### src/rtl/acc_drain_quant.sv
// Captures a COLS x T_ROWS accumulator tile and drains it one quantized row per transfer.
// Row 0 is valid the edge after capture; o_data/o_row_idx hold while i_ready is low.
module acc_drain_quant #(
  parameter int AC_BW  = 24,
  parameter int COLS   = 5,
  parameter int T_ROWS = 5,
  parameter int O_BW   = 8,
  parameter int SH_BW  = 5
) (
  input  logic                          clk,
  input  logic                          rst_n,
  input  logic                          i_capture,
  input  logic [AC_BW*COLS*T_ROWS-1:0]  i_acc_kernel,
  input  logic [SH_BW-1:0]              i_shift,
  input  logic                          i_relu_en,
  input  logic                          i_clr_ovr,
  input  logic                          i_ready,
  output logic                          o_valid,
  output logic [O_BW*COLS-1:0]          o_data,
  output logic [2:0]                    o_row_idx,
  output logic                          o_last,
  output logic                          o_busy,
  output logic                          o_overrun
);

  localparam int RW = AC_BW * COLS;
  localparam logic [2:0] LAST_ROW = 3'(T_ROWS - 1);
  localparam logic signed [AC_BW:0] SAT_MAX = (AC_BW+1)'((1 << (O_BW - 1)) - 1);
  localparam logic signed [AC_BW:0] SAT_MIN = ~SAT_MAX;

  typedef enum logic {IDLE, DRAIN} state_t;

  state_t                        state_q, state_d;
  logic [AC_BW*COLS*T_ROWS-1:0]  shadow_q;
  logic [2:0]                    row_q, row_d;
  logic [SH_BW-1:0]              shift_q;
  logic                          relu_q;
  logic                          ovr_q;
  logic                          load, ovr_set, xfer, last_row;
  logic [RW-1:0]                 row_bits;
  logic [SH_BW-1:0]              sh_eff;

  assign last_row = (row_q == LAST_ROW);
  assign xfer     = (state_q == DRAIN) && i_ready;

  always_comb begin
    state_d = state_q;
    row_d   = row_q;
    load    = 1'b0;
    ovr_set = 1'b0;
    case (state_q)
      IDLE: begin
        if (i_capture) begin
          load    = 1'b1;
          row_d   = '0;
          state_d = DRAIN;
        end
      end
      DRAIN: begin
        if (xfer && last_row) begin
          // A capture landing on the final transfer reloads with no bubble.
          row_d = '0;
          if (i_capture) load = 1'b1;
          else           state_d = IDLE;
        end else begin
          if (xfer)      row_d   = row_q + 3'd1;
          if (i_capture) ovr_set = 1'b1;
        end
      end
      default: state_d = IDLE;
    endcase
  end

  always_ff @(posedge clk or negedge rst_n) begin
    if (!rst_n) begin
      state_q  <= IDLE;
      row_q    <= '0;
      shadow_q <= '0;
      shift_q  <= '0;
      relu_q   <= 1'b0;
      ovr_q    <= 1'b0;
    end else begin
      state_q <= state_d;
      row_q   <= row_d;
      if (load) begin
        shadow_q <= i_acc_kernel;
        shift_q  <= i_shift;
        relu_q   <= i_relu_en;
      end
      if (ovr_set)        ovr_q <= 1'b1;
      else if (i_clr_ovr) ovr_q <= 1'b0;
    end
  end

  // Round half toward +inf in AC_BW+1 bits, then saturate to O_BW.
  function automatic logic [O_BW-1:0] quant(input logic signed [AC_BW-1:0] x,
                                            input logic [SH_BW-1:0] sh,
                                            input logic relu);
    logic signed [AC_BW:0] xe, rnd, sum, y;
    xe  = (relu && x[AC_BW-1]) ? '0 : {x[AC_BW-1], x};
    rnd = '0;
    if (sh != '0) rnd = $signed((AC_BW+1)'(1) << (sh - 1'b1));
    sum = xe + rnd;
    y   = sum >>> sh;
    if (y > SAT_MAX)      return SAT_MAX[O_BW-1:0];
    else if (y < SAT_MIN) return SAT_MIN[O_BW-1:0];
    else                  return y[O_BW-1:0];
  endfunction

  assign row_bits = shadow_q[row_q*RW +: RW];
  assign sh_eff   = (shift_q > SH_BW'(AC_BW)) ? SH_BW'(AC_BW) : shift_q;

  always_comb begin
    o_data = '0;
    for (int k = 0; k < COLS; k++) begin
      o_data[k*O_BW +: O_BW] = quant(row_bits[k*AC_BW +: AC_BW], sh_eff, relu_q);
    end
  end

  assign o_valid   = (state_q == DRAIN);
  assign o_busy    = (state_q == DRAIN);
  assign o_last    = o_valid && last_row;
  assign o_row_idx = row_q;
  assign o_overrun = ovr_q;

endmodule

### config.mk
export PLATFORM = sky130hd
export DESIGN_NAME = acc_drain_quant
export DESIGN_NICKNAME = d
export VERILOG_FILES = /design/src/rtl/acc_drain_quant.sv
export SDC_FILE = /design/constraint.sdc
export NUM_CORES = 2
export LEC_CHECK = 0
export ABC_AREA = 0
export ABC_CLOCK_PERIOD_IN_PS = 13100
export CAP_MARGIN = 10
export CORE_ASPECT_RATIO = 0.7
export CORE_MARGIN = 10
export CORE_UTILIZATION = 60
export CTS_CLUSTER_SIZE = 8
export DETAILED_ROUTE_END_ITERATION = 7
export GPL_TIMING_DRIVEN = 0
export PLACE_DENSITY = 0.87
export SYNTH_ARGS = -nofsm -noshare
export SYNTH_HDL_FRONTEND = slang
export SYNTH_SLANG_ARGS = --single-unit
### constraint.sdc
create_clock -name clk -period 13.1 [get_ports clk]
set_input_delay 2.62 -clock clk [delete_from_list [all_inputs] [get_ports clk]]
set_output_delay 2.62 -clock clk [all_outputs]
set_load 0.005 [all_outputs]
==> impl_metrics.csv, run 1 <==
group,metric,value,unit
status,outcome,"aborted with a tool error",
status,lastStage,"global routing (5_1_grt)",
status,error_line,"[ERROR GRT-0116] Global routing finished with congestion. Check the congestion regions in the DRC Viewer.",
cts,htreeDepth,3,
placement,gp_congestion,1.152,
yosys,syn_area,0.04351,sq mm
yosys,synth_cell_types,102,
yosys,yosysTopAreaCell,"dfrtp_1",
placement,port_buffers,657,
global_routing,grt_max_degree,129,
cts,cts-root-buf,"clkbuf_16",
die,die_w,341.8,microns
die,initial_core_util,60.66,%
yosys,synth-edff-count,0,
global_routing,grtUsageTotal,66.76,%
cts,cts-buffers-inserted,86,
yosys,ys.flop_type,"dfrtp_1",
die,ios,658,
global_routing,grt_pass1_vias,54645,
yosys,synth-async-reset-ratio,100.0,%
die,dieHeight,245.3,microns
cts,cts_sinks,611,
yosys,ys_seq_area_share,35.14,%
cts,cts_hold_buf,0,
die,row_count,82,
yosys,avgSynthCellArea,9.872,sq um
cts,cts.path.max_buffers,3,
yosys,synth_fp_nets,5140,
placement,preCtsSetupSlack,-1621,ps
yosys,yosysWarnings,0,
yosys,synth_seq_cells,611,
yosys,synthCells,4407,
global_routing,grt_pass1_wl,402600,microns
yosys,synthTopCellsByArea,"dfrtp_1 35%, mux2_2 16%, mux4_2 6.1%",
yosys,yosysTopAreaCellShare,35.14,%
placement,hpwl,187200,microns
global_routing,overflow,2,
## stage by stage
stage / instance area [sq um] / utilization, % / hold WS, ps / TNS (ps) / std cells
4_1_cts: 54010 / 75.31 / 502.7 / 0 / 6148
3_5_place_dp: 51660 / 72.03 / 492.0 / -47340 / 6053
3_3_place_gp: 51290 / 71.52 / 483.2 / - / 6030
2_1_floorplan: 43510 / - / 472.7 / 0 / 4407
## synthesized netlist by cell type, types with 13 or more instances
cell type and n:
a211o_1 18, xor2_1 37, nor3_1 68, and2_1 28, mux4_2 118, dfrtp_1 611
a2111oi_0 13, mux2_2 625, o211ai_1 58, o31a_1 13, a31oi_1 44, buf_1 45
and3_1 36, o2111ai_1 14, o221ai_1 18, nor2_1 366, nand4_1 35, nor4_1 17
clkbuf_1 283, a211oi_1 55, ha_1 122, a22oi_1 141, a31o_2 16, o22ai_1 29
xnor2_1 53, o21bai_1 14, mux2i_1 97, o21a_1 25, nand2_1 333, a21oi_1 235
o31ai_1 24, a21o_1 95, o211a_1 18, or2_2 18, o21ai_1 33, o21ai_0 225
a221oi_1 17, or3_1 29, inv_1 44, nand3_1 73, nand2b_1 24
## metal layers
metal  GRT overflow  global-route usage [%]
met2              1                   82.72
met4              1                   61.83
met5              0                   25.27
met3              0                   53.96
met1              0                   67.00
## logic make-up after synthesis
kind of cell,share of synthesized area (%)
compound gates,19.87
xor+xnor,1.849
fa+ha+maj,3.601
buf+inv,3.356
flops,35.14
mux,24.58
simple gates,11.60
## what timing repair did
item,CTS
gates cloned,0
setup buffers,0
resized for setup,17
pin swaps,0
setup endpoints to repair,39
==> run 2: changes to the inputs <==
--- a/config.mk
+++ b/config.mk
@@ -8,13 +8,11 @@
 export ABC_AREA = 0
 export ABC_CLOCK_PERIOD_IN_PS = 13100
 export CAP_MARGIN = 10
-export CORE_ASPECT_RATIO = 0.7
 export CORE_MARGIN = 10
-export CORE_UTILIZATION = 60
-export CTS_CLUSTER_SIZE = 8
+export CORE_UTILIZATION = 40
 export DETAILED_ROUTE_END_ITERATION = 7
 export GPL_TIMING_DRIVEN = 0
-export PLACE_DENSITY = 0.87
+export PLACE_DENSITY_LB_ADDON = 0.15
 export SYNTH_ARGS = -nofsm -noshare
 export SYNTH_HDL_FRONTEND = slang
 export SYNTH_SLANG_ARGS = --single-unit
==> impl_metrics.csv, run 2 <==
group,metric,value,unit
setup_path,arrival,10440,ps
setup_path,required,10480,ps
die,die_w,349.8,microns
finish,final_cell_mix,"656 x clkdlybuf4s50_1, 625 x mux2_2, 610 x dfrtp_1, 351 x nor2_1, 332 x nand2_1",
power_and_ir_drop,worst_ir_drop_vdd,0.1388,mV
finish,nNetsFinal,5905,
setup_path,path_max_fanout,19,
yosys,yosysMostFrequentCell,"mux2_2",
cts,clk_pin_slew,70,ps
placement,port_buffers,657,
die,dieHeight,349.8,microns
die,die_area,0.1224,sq mm
yosys,yosysTopAreaCellShare,35.14,%
sta,fin_crit,13060,ps
detailed_routing,first_pass_iters,8,
status,outcome,"finished, violations left",
global_routing,grt_pass1_vias,42435,
yosys,yosysTopAreaCell,"dfrtp_1",
power_and_ir_drop,p_comb_share,71.6,%
placement,dpl_cell_area,0.05247,sq mm
power_and_ir_drop,intPower,8.730,mW
yosys,synth_seq_cells,611,
sta,skew,65.41,ps
placement,gp_congestion,1.036,
power_and_ir_drop,total_power,19.16,mW
detailed_routing,drt-vias-per-instance,6.484,
power_and_ir_drop,switchingPower,10.43,mW
yosys,synth_fp_nets,5140,
detailed_routing,num_vias,43153,
detailed_routing,drt-total-wl,231100,microns
yosys,syn_area,0.04351,sq mm
sta,final_hold_viol_count,0,
setup_path,r2r_cells,8,
detailed_routing,dr.first_iter.drc_count,5160,
cts,cts_sinks,611,
finish,largest_register_ff_count,600,
finish,area_delta_synth_final,26.84,%
power_and_ir_drop,power.leakage,22.72,nW
detailed_routing,wire_per_inst,34.72,microns
sta,fin_hold_ws,500.2,ps
run,max-cap-violations,0,
yosys,netlist_top_cells_count,"625 x mux2_2, 611 x dfrtp_1, 366 x nor2_1, 333 x nand2_1, 283 x clkbuf_1",
setup_path,critPathLaunchType,"register",
yosys,yosysWarnings,0,
yosys,ys_seq_area_share,35.14,%
status,violations,"DRC, slew limit",
global_routing,grt_max_degree,119,
die,core,0.1075,sq mm
yosys,synthCells,4407,
power_and_ir_drop,p_per_area,347.2,mW/mm^2
die,ios,658,
placement,placed_cells,6502,
die,row_count,120,
global_routing,grtUsageTotal,36.34,%
detailed_routing,drc,1,
yosys,ys.flop_type,"dfrtp_1",
min_path,hold_class,"register to register",
setup_path,end_kind,"output port",
sta,fmax,76.57,MHz
power_and_ir_drop,swShare,54.44,%
finish,final_common_cell,"clkdlybuf4s50_1",
sta,setup_violations,0,
finish,final_cells,6655,
sta,maxSlewViolCount,4,
global_routing,antenna_found_initial,44,
cts,htreeDepth,3,
cts,cts-root-buf,"clkbuf_16",
global_routing,grt_pass1_wl,321900,microns
finish,top_register,"shadow_q",
cts,cts.path.max_buffers,3,
yosys,synth_cell_types,102,
sta,maxSlewHeadroom,-0.02536,%
yosys,synth-edff-count,0,
yosys,synthTopCellsByArea,"dfrtp_1 35%, mux2_2 16%, mux4_2 6.1%",
sta,fin_crit_sh,99.69,%
finish,fin_util,51.33,%
cts,cts_tree,"yes",
yosys,synth-async-reset-ratio,100.0,%
die,initial_core_util,40.47,%
cts,cts-buffers-inserted,71,
min_path,hold-path-cell-count,1,
power_and_ir_drop,clkPwrFrac,11.0,%
setup_path,path_class,"register to output port",
yosys,avgSynthCellArea,9.872,sq um
placement,hpwl,186400,microns
finish,stdcell_area,0.05518,sq mm
sta,rsz0062_at_grt,"no",
cts,cts_hold_buf,0,
detailed_routing,ant_nets,0,
cts,insertion_delay,700,ps
sta,worst_pin_slew,1500,ps
finish,drive_above_1_share,19.64,%
power_and_ir_drop,seqPwrFrac,17.5,%
global_routing,overflow,0,
==> run 2: area by class of cell <==
class / instances / area, sq um
diodes: 24 / 60.06
clock buffers: 110 / 2123
repair buffers: 695 / 7156
flip-flops and latches: 611 / 15290
well taps: 1403 / 1755
fillers: 10028 / 52320
plain buffers: 334 / 1326
clock inverters: 19 / 329.1
multi-input cells: 3412 / 26970
inverters: 47 / 176.4
==> run 2: path summary, 6_finish.rpt <==
path,start,endpoint,slack [ps]
setup / recovery,shift_q[3]$_DFFE_PN0P_,o_data[1],40
hold / removal,shadow_q[309]$_DFFE_PN0P_,shadow_q[309]$_DFFE_PN0P_,500
setup reg to reg,shift_q[2]$_DFFE_PN0P_,shift_q[2]$_DFFE_PN0P_,8210
hold reg to reg,shadow_q[309]$_DFFE_PN0P_,shadow_q[309]$_DFFE_PN0P_,500
max in group asynchronous,rst_n,shadow_q[139]$_DFFE_PN0P_,8580
min in group asynchronous,rst_n,shadow_q[81]$_DFFE_PN0P_,1860
==> run 2: cell families after synthesis <==
family,share of synthesized area (%)
AND/OR/NAND/NOR,11.60
buffers and inverters,3.356
multiplexers,24.58
flip-flops,35.14
XOR/XNOR,1.849
adder cells (fa/ha/maj),3.601
AO/OA/AOI/OAI,19.87
==> run 2: timing repair <==
action,in CTS,in global routing
hold endpoints to repair,0,0
gates resized for setup,35,33
cloned,0,0
pin swaps,0,1
setup endpoints to repair,40,35
buffers inserted,0,2
==> run 2: worst max-delay path, stage by stage (launching register included) <==
cell and delay [ps]:
dfrtp_1 520, nand2_2 330, nand2_1 290, clkbuf_2 390, clkbuf_4 400, clkbuf_4 390, buf_2 400, clkbuf_2 420
buf_2 440, buf_4 400, nor3_4 180, ha_1 330, clkbuf_1 210, o21a_1 190, a2111oi_2 550, o32a_1 350
o21ai_0 150, or2_2 310, o211ai_2 460, inv_1 330, a221o_1 520, a21oi_2 210, nand3b_1 80, or4_1 530
o31a_1 290, o41ai_4 390, o31ai_1 140, clkdlybuf4s50_1 490
==> run 2: metrics by stage <==
stage                     setup slack, ps  TNS (ps)
after floorplan                      3266         0
after global placement             -19240         -
after detailed placement            -2692    -84490
after CTS                         -0.2744   -0.2744
after global routing                3.763         0
final                               40.13         0
==> run 2: layer usage <==
metal / GRT usage [%] / up-vias / routed length [microns]
li1: - / 18318 / -
met1: 48.27 / 21814 / 95370
met2: 54.46 / 2426 / 100100
met3: 9.538 / 553 / 22730
met4: 17.86 / 42 / 12580
met5: 0 / - / 233
==> run 2: power by group through the flow <==
stage / clock (mW) / combinational [mW] / sequential [mW]
floorplan: 0 / 7.72 / 3.14
global placement: 0 / 12.9 / 3.34
detailed placement: 0 / 13.0 / 3.36
finish: 2.10 / 13.7 / 3.35
global route: 2.20 / 14.2 / 3.45
CTS: 2.12 / 13.1 / 3.33
(Power assumes the default switching activity.)
